===== config.mk =====
export PLATFORM = sky130hd
export DESIGN_NAME = mos_switch_bank_flat
export DESIGN_NICKNAME = d
export VERILOG_FILES = /design/src/rtl/mos_switch_bank_pkg.sv /design/src/rtl/mos_switch_bank_if.sv /design/src/rtl/mos_switch_bank_chan.sv /design/src/rtl/mos_switch_bank.sv /design/src/flat_wrapper.sv
export SDC_FILE = /design/constraint.sdc
export NUM_CORES = 1
export LEC_CHECK = 0
export BUFFER_PORTS_ARGS = -buffer_cell sky130_fd_sc_hd__buf_2
export CORE_MARGIN = 1.5
export CORE_UTILIZATION = 36
export DETAILED_ROUTE_END_ITERATION = 16
export GPL_TIMING_DRIVEN = 0
export PLACE_DENSITY = 0.6
export SLEW_MARGIN = 20
export SYNTH_ARGS = -nofsm -noshare
export SYNTH_HDL_FRONTEND = slang
export SYNTH_HIERARCHICAL = 1
export SYNTH_SLANG_ARGS = --single-unit

===== constraint.sdc =====
create_clock -name clk -period 3.8 [get_ports clk]
set_clock_uncertainty 0.1 [all_clocks]
set_input_delay 0.76 -clock clk [delete_from_list [all_inputs] [get_ports clk]]
set_output_delay 0.76 -clock clk [all_outputs]
set_load 0.1 [all_outputs]

===== src/rtl/mos_switch_bank_pkg.sv =====
// Shared types and switch-level helper functions for the MOS switch bank.
// Four-state values are carried as 2-bit codes: 00=0, 01=1, 10=Z, 11=X.
// resolve2 is used only when the design is built with MOS_RESOLVE_EN.
package mos_pkg;

  typedef logic [1:0] logic4_t;

  localparam logic4_t L0 = 2'b00;
  localparam logic4_t L1 = 2'b01;
  localparam logic4_t LZ = 2'b10;
  localparam logic4_t LX = 2'b11;

  // Effective gate seen by the channel: pmos conducts on a low gate, so 0/1
  // swap; an undriven or unknown pmos gate is unknown either way.
  function automatic logic4_t eff_gate(input logic is_pmos, input logic4_t ctrl);
    logic4_t g;
    g = ctrl;
    if (is_pmos) begin
      case (ctrl)
        L0:      g = L1;
        L1:      g = L0;
        default: g = LX;
      endcase
    end
    return g;
  endfunction

  // Value presented at the drain for a given effective gate and source.
  // With an unknown gate a floating source still floats; a driven source
  // may or may not pass, so it becomes X.
  function automatic logic4_t switch_target(input logic4_t gate, input logic4_t data);
    logic4_t t;
    case (gate)
      L1:      t = data;
      L0:      t = LZ;
      default: t = (data == LZ) ? LZ : LX;
    endcase
    return t;
  endfunction

  // Wired resolution of two drivers: Z yields to anything, conflicting or
  // unknown drivers give X.
  function automatic logic4_t resolve2(input logic4_t a, input logic4_t b);
    logic4_t r;
    if (a == LZ)                   r = b;
    else if (b == LZ)              r = a;
    else if (a == LX || b == LX)   r = LX;
    else if (a == b)               r = a;
    else                           r = LX;
    return r;
  endfunction

endpackage


===== src/rtl/mos_switch_bank_if.sv =====
// Bundle of the switch bank's terminal signals. The bank is the slave
// (it receives gate/source values and drives the drains); the environment
// is the master. The node signal exists only under MOS_RESOLVE_EN.
interface mos_switch_bank_if
  import mos_pkg::*;
#(
  parameter int N = 8
);

  logic [N-1:0]   is_pmos;
  logic [2*N-1:0] data_in;
  logic [2*N-1:0] ctrl_in;
  logic [2*N-1:0] out;
`ifdef MOS_RESOLVE_EN
  logic4_t        node;

  modport master (output is_pmos, data_in, ctrl_in, input out, node);
  modport slave  (input is_pmos, data_in, ctrl_in, output out, node);
`else
  modport master (output is_pmos, data_in, ctrl_in, input out);
  modport slave  (input is_pmos, data_in, ctrl_in, output out);
`endif

endinterface


===== src/rtl/mos_switch_bank_chan.sv =====
// One MOS switch channel: computes the drain target from gate and source,
// picks the edge delay for that target, and applies it inertially so that
// only targets held steady for the full delay reach the registered output.
module mos_switch_chan
  import mos_pkg::*;
#(
  parameter int RISE_DLY = 1,
  parameter int FALL_DLY = 1
) (
  input  logic    clk,
  input  logic    rst,
  input  logic    is_pmos,
  input  logic4_t data,
  input  logic4_t ctrl,
  output logic4_t out
);

  localparam int MAX_DLY = (RISE_DLY > FALL_DLY) ? RISE_DLY : FALL_DLY;
  localparam int MIN_DLY = (RISE_DLY < FALL_DLY) ? RISE_DLY : FALL_DLY;
  localparam int CW      = (MAX_DLY > 0) ? $clog2(MAX_DLY + 1) : 1;

  logic4_t       target;
  logic [CW-1:0] dly;

  logic4_t       out_reg,  out_next;
  logic          pend_reg, pend_next;
  logic4_t       pval_reg, pval_next;
  logic [CW-1:0] cnt_reg,  cnt_next;

  // Drain target and the delay that applies to reaching it.
  always_comb begin
    target = switch_target(eff_gate(is_pmos, ctrl), data);
    case (target)
      L1:      dly = CW'(RISE_DLY);
      L0:      dly = CW'(FALL_DLY);
      default: dly = CW'(MIN_DLY);
    endcase
  end

  // Inertial delay: cnt counts edges at which the pending target has been
  // seen; the output commits when that count reaches the delay.
  always_comb begin
    out_next  = out_reg;
    pend_next = pend_reg;
    pval_next = pval_reg;
    cnt_next  = cnt_reg;
    if (target == out_reg) begin
      pend_next = 1'b0;
      cnt_next  = '0;
    end else if (!pend_reg || target != pval_reg) begin
      if (dly == '0) begin
        out_next  = target;
        pend_next = 1'b0;
        cnt_next  = '0;
      end else begin
        pend_next = 1'b1;
        pval_next = target;
        cnt_next  = CW'(1);
      end
    end else if (cnt_reg == dly) begin
      out_next  = pval_reg;
      pend_next = 1'b0;
      cnt_next  = '0;
    end else begin
      cnt_next = cnt_reg + CW'(1);
    end
  end

  // State registers; reset floats the drain and drops any pending update.
  always_ff @(posedge clk) begin
    if (rst) begin
      out_reg  <= LZ;
      pend_reg <= 1'b0;
      pval_reg <= LZ;
      cnt_reg  <= '0;
    end else begin
      out_reg  <= out_next;
      pend_reg <= pend_next;
      pval_reg <= pval_next;
      cnt_reg  <= cnt_next;
    end
  end

  assign out = out_reg;

endmodule


===== src/rtl/mos_switch_bank.sv =====
// Bank of N independent MOS pass switches with per-edge inertial delays.
// Optional macro MOS_RESOLVE_EN adds a registered wired-resolution node
// driven by all channel outputs, one cycle behind them.
module mos_switch_bank
  import mos_pkg::*;
#(
  parameter int N        = 8,
  parameter int RISE_DLY = 1,
  parameter int FALL_DLY = 1
) (
  input logic              clk,
  input logic              rst,
  mos_switch_bank_if.slave bus
);

  logic [2*N-1:0] out_vec;

  generate
    for (genvar gi = 0; gi < N; gi++) begin : g_chan
      mos_switch_chan #(
        .RISE_DLY (RISE_DLY),
        .FALL_DLY (FALL_DLY)
      ) u_chan (
        .clk     (clk),
        .rst     (rst),
        .is_pmos (bus.is_pmos[gi]),
        .data    (bus.data_in[2*gi +: 2]),
        .ctrl    (bus.ctrl_in[2*gi +: 2]),
        .out     (out_vec[2*gi +: 2])
      );
    end
  endgenerate

  assign bus.out = out_vec;

`ifdef MOS_RESOLVE_EN
  logic4_t node_reg, node_next;

  // Fold every channel output into one wired value.
  always_comb begin
    node_next = LZ;
    for (int i = 0; i < N; i++) begin
      node_next = resolve2(node_next, out_vec[2*i +: 2]);
    end
  end

  // Register the resolved node; it floats out of reset.
  always_ff @(posedge clk) begin
    if (rst) node_reg <= LZ;
    else     node_reg <= node_next;
  end

  assign bus.node = node_reg;
`endif

endmodule


===== src/flat_wrapper.sv =====
// flat-port wrapper written by rule: the top's interface ports become plain ports
module mos_switch_bank_flat import mos_pkg::*;
#(
  parameter int N        = 8,
  parameter int RISE_DLY = 1,
  parameter int FALL_DLY = 1
)
  (clk, rst, bus_is_pmos, bus_data_in, bus_ctrl_in, bus_out);
  mos_switch_bank_if #(.N(N)) bus_i ();
  input logic clk;
  input logic rst;
  input wire logic [$bits(bus_i.is_pmos)-1:0] bus_is_pmos;
  input wire logic [$bits(bus_i.data_in)-1:0] bus_data_in;
  input wire logic [$bits(bus_i.ctrl_in)-1:0] bus_ctrl_in;
  output wire logic [$bits(bus_i.out)-1:0] bus_out;
  assign bus_i.is_pmos = bus_is_pmos;
  assign bus_i.data_in = bus_data_in;
  assign bus_i.ctrl_in = bus_ctrl_in;
  assign bus_out = bus_i.out;
  mos_switch_bank #(.N(N), .RISE_DLY(RISE_DLY), .FALL_DLY(FALL_DLY)) u_core (.clk(clk), .rst(rst), .bus(bus_i));
endmodule

==> results of run 1 <==
tightest hold or removal path, delay by kind of cell (launching register included):
kind,cells,cell delay (ps)
flops,1,330
simple gates,1,60
mux,1,50
final timing paths:
kind	cells past startpoint	from	to	slack, ps
worst min register to register	2	u_core/g_chan[1].u_chan/pval_reg[0]	u_core/g_chan[1].u_chan/out[0]	390
worst max register to register	5	u_core/g_chan[3].u_chan/out[0]	u_core/g_chan[3].u_chan/out[1]	2140
worst min-delay path	2	u_core/g_chan[1].u_chan/pval_reg[0]	u_core/g_chan[1].u_chan/out[0]	390
worst max-delay path	6	bus_ctrl_in[0]	u_core/g_chan[0].u_chan/out[0]	1720
metrics by stage:
step,setup WS [ps],util
floorplan,1601,-
global placement,1438,0.4265
detailed placement,1429,0.4265
CTS,1735,0.4381
global route,1557,0.4381
finish,1721,0.4381
layer usage:
| metal | global-route usage | part of all wire | vias up |
|---|---|---|---|
| met4 | 0.05641 | 0.013 | 0 |
| met3 | 0.02545 | 0.035 | 7 |
| met1 | 0.1879 | 0.50 | 1188 |
| met2 | 0.2249 | 0.45 | 46 |
| li1 | - | - | 1327 |
| met5 | 0 | 0 | - |
cell families (layout without fill, tap and decap cells):
| kind of cell | Yosys count | after routing | synth area share |
|---|---|---|---|
| simple gates | 120 | 120 | 0.2396 |
| compound gates | 88 | 88 | 0.2431 |
| flops | 48 | 48 | 0.3333 |
| xor+xnor | 32 | 32 | 0.09722 |
| buf+inv | 24 | 89 | 0.03125 |
| mux | 16 | 16 | 0.05555 |
layout by cell type (no fill, tap or decap), drive strengths merged, types with 16 or more instances in the layout:
cell type and n:
a21oi 24, buf 57, dfxtp 48, inv 24
mux2i 16, nand2 16, nand3 16, nor2 24
nor3 24, o21ai 24, xnor2 16, xor2 16
report_power, final:
part           leakage (nW)  internal, mW  switching, mW
registers             0.395         0.535         0.0191
logic                 0.833        0.0995          0.143
clock network        0.0455         0.148          0.156
area by class of cell:
cell class | count | area, um2
Fill cell | 772 | 4342
Multi-Input combinational cell | 256 | 1832
Sequential cell | 48 | 960.9
Timing Repair Buffer | 57 | 285.3
Tap cell | 102 | 127.6
Clock buffer | 8 | 90.09
Inverter | 24 | 90.09
cell usage after synthesis:
| cell type | instances | area (um2) |
|---|---|---|
| mux2i_1 | 16 | 160.2 |
| dfxtp_1 | 48 | 960.9 |
| xor2_1 | 16 | 140.1 |
| inv_1 | 24 | 90.09 |
| o21ai_0 | 8 | 40.04 |
| or4_4 | 8 | 90.09 |
| a21oi_1 | 16 | 80.08 |
| o21ai_1 | 16 | 80.08 |
| nand2b_1 | 8 | 50.05 |
| nor3_1 | 24 | 120.1 |
| nor2_1 | 24 | 90.09 |
| nand3_1 | 16 | 80.08 |
| o211ai_1 | 8 | 60.06 |
| a21oi_4 | 8 | 130.1 |
| o21a_1 | 8 | 60.06 |
| or3_1 | 8 | 50.05 |
| o311ai_1 | 8 | 70.07 |
| nor4_2 | 8 | 100.1 |
| xnor2_1 | 16 | 140.1 |
| a221oi_2 | 8 | 120.1 |
| nand2_1 | 16 | 60.06 |
| or2_1 | 8 | 50.05 |
| a22oi_1 | 8 | 60.06 |
==> impl_metrics.toml, run 1 <==
[outcome]
status = "completed"

[power_and_ir_drop]
peakVddDrop_uv = 176.2
finalPower_mw = 1.101
p_per_area_nw_per_um2 = 325.2
p_leak_nw = 1.274

[floorplan]
die_w_um = 92.49
initial_core_util = 0.3731
dieArea_um2 = 8553
io_pins = 58
die_h_um = 92.49
coreArea_um2 = 7727
row_count = 32

[placement]
placed_area_um2 = 3296
place.gp.congestion = 0.8054
placed_cells = 487
dp_hpwl_um = 4497
portBuffers = 57

[grt]
grt_max_degree = 33
grt_overflow = 0
grt_pass1_vias = 2315
antenna_found_initial = 0
grt_pass1_wl_um = 9956
grt_usage = 0.1412

[clock_network]
clk_pin_slew_ps = 80
cts.sinks = 48
cts_tree = "built"
htree_levels = 2
cts_hold_buf = 0
ctsResizeCount = 0
clk_latency_ps = 300
cts-buffers-inserted = 5
clock-root-buffer = "clkbuf_8"
cts_max_path_buffers = 2
post_cts_buffers = 0

[finish]
nets = 434
diodes = 0
design_area_um2 = 3386
area_growth_pct = 17.45
stdcell_count = 495
drive_above_1_share = 0.2417

[routing]
drtIter0Drc = 58
dr.pass1.iters = 6
ant_nets = 0
drt_wl_total_um = 5870
via_per_inst = 5.188
wl_per_cell_um = 11.86
vias = 2568
drc = 0

[timing]
final-hold-violation-count = 0
rsz0062_at_grt = "false"
fin_setup_tns_ps = 0
tightestPinTransition_ps = 616.9
setup_viol = 0
holdWs_ps = 388.1
max_slew_margin = 0.5887
drv_slew = 0
min_period_ps = 2079
timing.fmax_mhz = 481.0
min_period_over_period = 0.5471

[worst_setup_path]
crit_buf_inv = 1
path_cells = "buf_2 -> xnor2_1 -> or4_4 -> a21oi_4 -> nor4_2 -> mux2i_1"
crit_arrival_ps = 2210
start_kind = "input port"
crit_type = "in -> reg"
end_kind = "flip-flop"
critPathTopFamily = "simple AND/OR/NAND/NOR gates"
cp_data_required_time_ps = 3930
slowest_stage = "nor4_2"
cp_slowest_stage_delay_ps = 410
cp_max_fo = 7

[worst_hold_path]
min_path_type = "reg -> reg"

[synthesis]
ys_seq_elements = 48
synthCells = 328
ys_seq_area_frac = 0.3333
syn-num-nets = 370
syn_area_um2 = 2883
syn_avg_cell_area_um2 = 8.789
synth_cell_types = 23
ys_warn_count = 6

[job]
drv_cap = 0
No activity file was read; power rests on OpenSTA's default activity.
==> run 2: changes to the inputs <==
- PLACE_DENSITY: 0.6 -> 0.62
- clock period: 3.8 -> 1.9 ns (I/O delays scaled with it)
==> impl_metrics.toml, run 2 (same netlist as run 1, synthesis figures left out) <==
[floorplan]
initial_core_util = 0.3731
io_pins = 58
coreArea_um2 = 7727
dieArea_um2 = 8553
row_count = 32
die_w_um = 92.49
die_h_um = 92.49

[timing]
holdWs_ps = 381.9
timing.fmax_mhz = 583.9
worst_slack_ps = 187.5
rsz0062_at_grt = "false"
min_period_over_period = 0.9013
final-hold-violation-count = 0
tightestPinTransition_ps = 612.3
fin_setup_tns_ps = 0
max_slew_margin = 0.5918
drv_slew = 0
min_period_ps = 1713
setup_viol = 0

[job]
drv_cap = 0

[routing]
via_per_inst = 5.202
dr.pass1.iters = 4
wl_per_cell_um = 11.77
drt_wl_total_um = 5827
ant_nets = 0
drc = 0
drtIter0Drc = 63
vias = 2575

[clock_network]
cts.sinks = 48
htree_levels = 2
cts-buffers-inserted = 5
clk_pin_slew_ps = 80
clock-root-buffer = "clkbuf_8"
cts_tree = "built"
cts_max_path_buffers = 2
ctsResizeCount = 0
post_cts_buffers = 0
cts_hold_buf = 0
clk_latency_ps = 290

[power_and_ir_drop]
pwr-share-seq = 0.503
swShare = 0.2886
power.switching_mw = 0.6357
power_frac_clock = 0.277
p_per_area_nw_per_um2 = 646.7
p_leak_nw = 1.274
peakVddDrop_uv = 267.2
p_comb_frac = 0.219
finalPower_mw = 2.203
p_int_mw = 1.567

[grt]
grt_pass1_wl_um = 9798
grt_overflow = 0
antenna_found_initial = 0
grt_usage = 0.1397
grt_pass1_vias = 2338
grt_max_degree = 33

[placement]
portBuffers = 57
place.gp.congestion = 0.8062
placed_area_um2 = 3316
dp_hpwl_um = 4473
preCtsSetupSlack_ps = -115.3
placed_cells = 487

[worst_hold_path]
min_path_type = "reg -> reg"
hp-start = "u_core/g_chan[6].u_chan/pval_reg[0]"

[finish]
design_area_um2 = 3406
final_common_cell = "buf_2"
fillerInstances = 792
stdcell_count = 495
nets = 434
drive_above_1_share = 0.2824
final_cell_mix = "57 x buf_2, 32 x dfxtp_1, 24 x inv_1, 24 x nor3_1, 24 x nor2_1"
area_growth_pct = 18.14
diodes = 0
utilization = 0.4407

[worst_setup_path]
cp-startpoint = "bus_ctrl_in[2]"
r2r-start = "u_core/g_chan[1].u_chan/out[0]"
crit_arrival_ps = 1830
crit_type = "in -> reg"
cp_max_fo = 7
end_kind = "flip-flop"
start_kind = "input port"
cp_data_required_time_ps = 2020
r2r_slack_ps = 260

[outcome]
status = "completed"
-- run 2: cell counts in the layout (fill, tap and decap cells not counted) --
No cell type changed its count.
-- run 2: cell type report --
cell class	count	area [um2]	area share
tap	102	127.6	0.03747
clock buffer	8	90.09	0.02645
inverter	24	90.09	0.02645
timing repair buffer	57	285.3	0.08376
sequential	48	980.9	0.2880
multi-input combinational	256	1832	0.5378
-- run 2: final timing paths --
kind | to | cells after the start
setup / recovery | u_core/g_chan[1].u_chan/out[0] | 6
hold / removal | u_core/g_chan[6].u_chan/out[0] | 2
setup reg to reg | u_core/g_chan[1].u_chan/out[0] | 5
hold reg to reg | u_core/g_chan[6].u_chan/out[0] | 2
-- run 2: worst max-delay path, cell delays in order --
cell	delay, ps
buf_2	110
xnor2_1	370
or4_4	220
a21oi_4	70
nor4_2	450
mux2i_1	230
-- run 2: metal layers --
| layer | GRT usage | part of all wire | vias to the layer above |
|---|---|---|---|
| met3 | 0.02956 | 0.035 | 6 |
| met4 | 0.04231 | 0.012 | 0 |
| met2 | 0.2463 | 0.47 | 35 |
| met1 | 0.1689 | 0.48 | 1202 |
| met5 | 0 | 0 | - |
| li1 | - | - | 1332 |
-- run 2: power groups by stage --
stage	sequential, mW	clock [mW]	combinational [mW]
3_3_place_gp	1.13	0	0.471
4_1_cts	1.11	0.646	0.484
6_report	1.11	0.611	0.483
2_1_floorplan	1.14	0	0.330
3_5_place_dp	1.13	0	0.482
5_1_grt	1.12	0.688	0.537
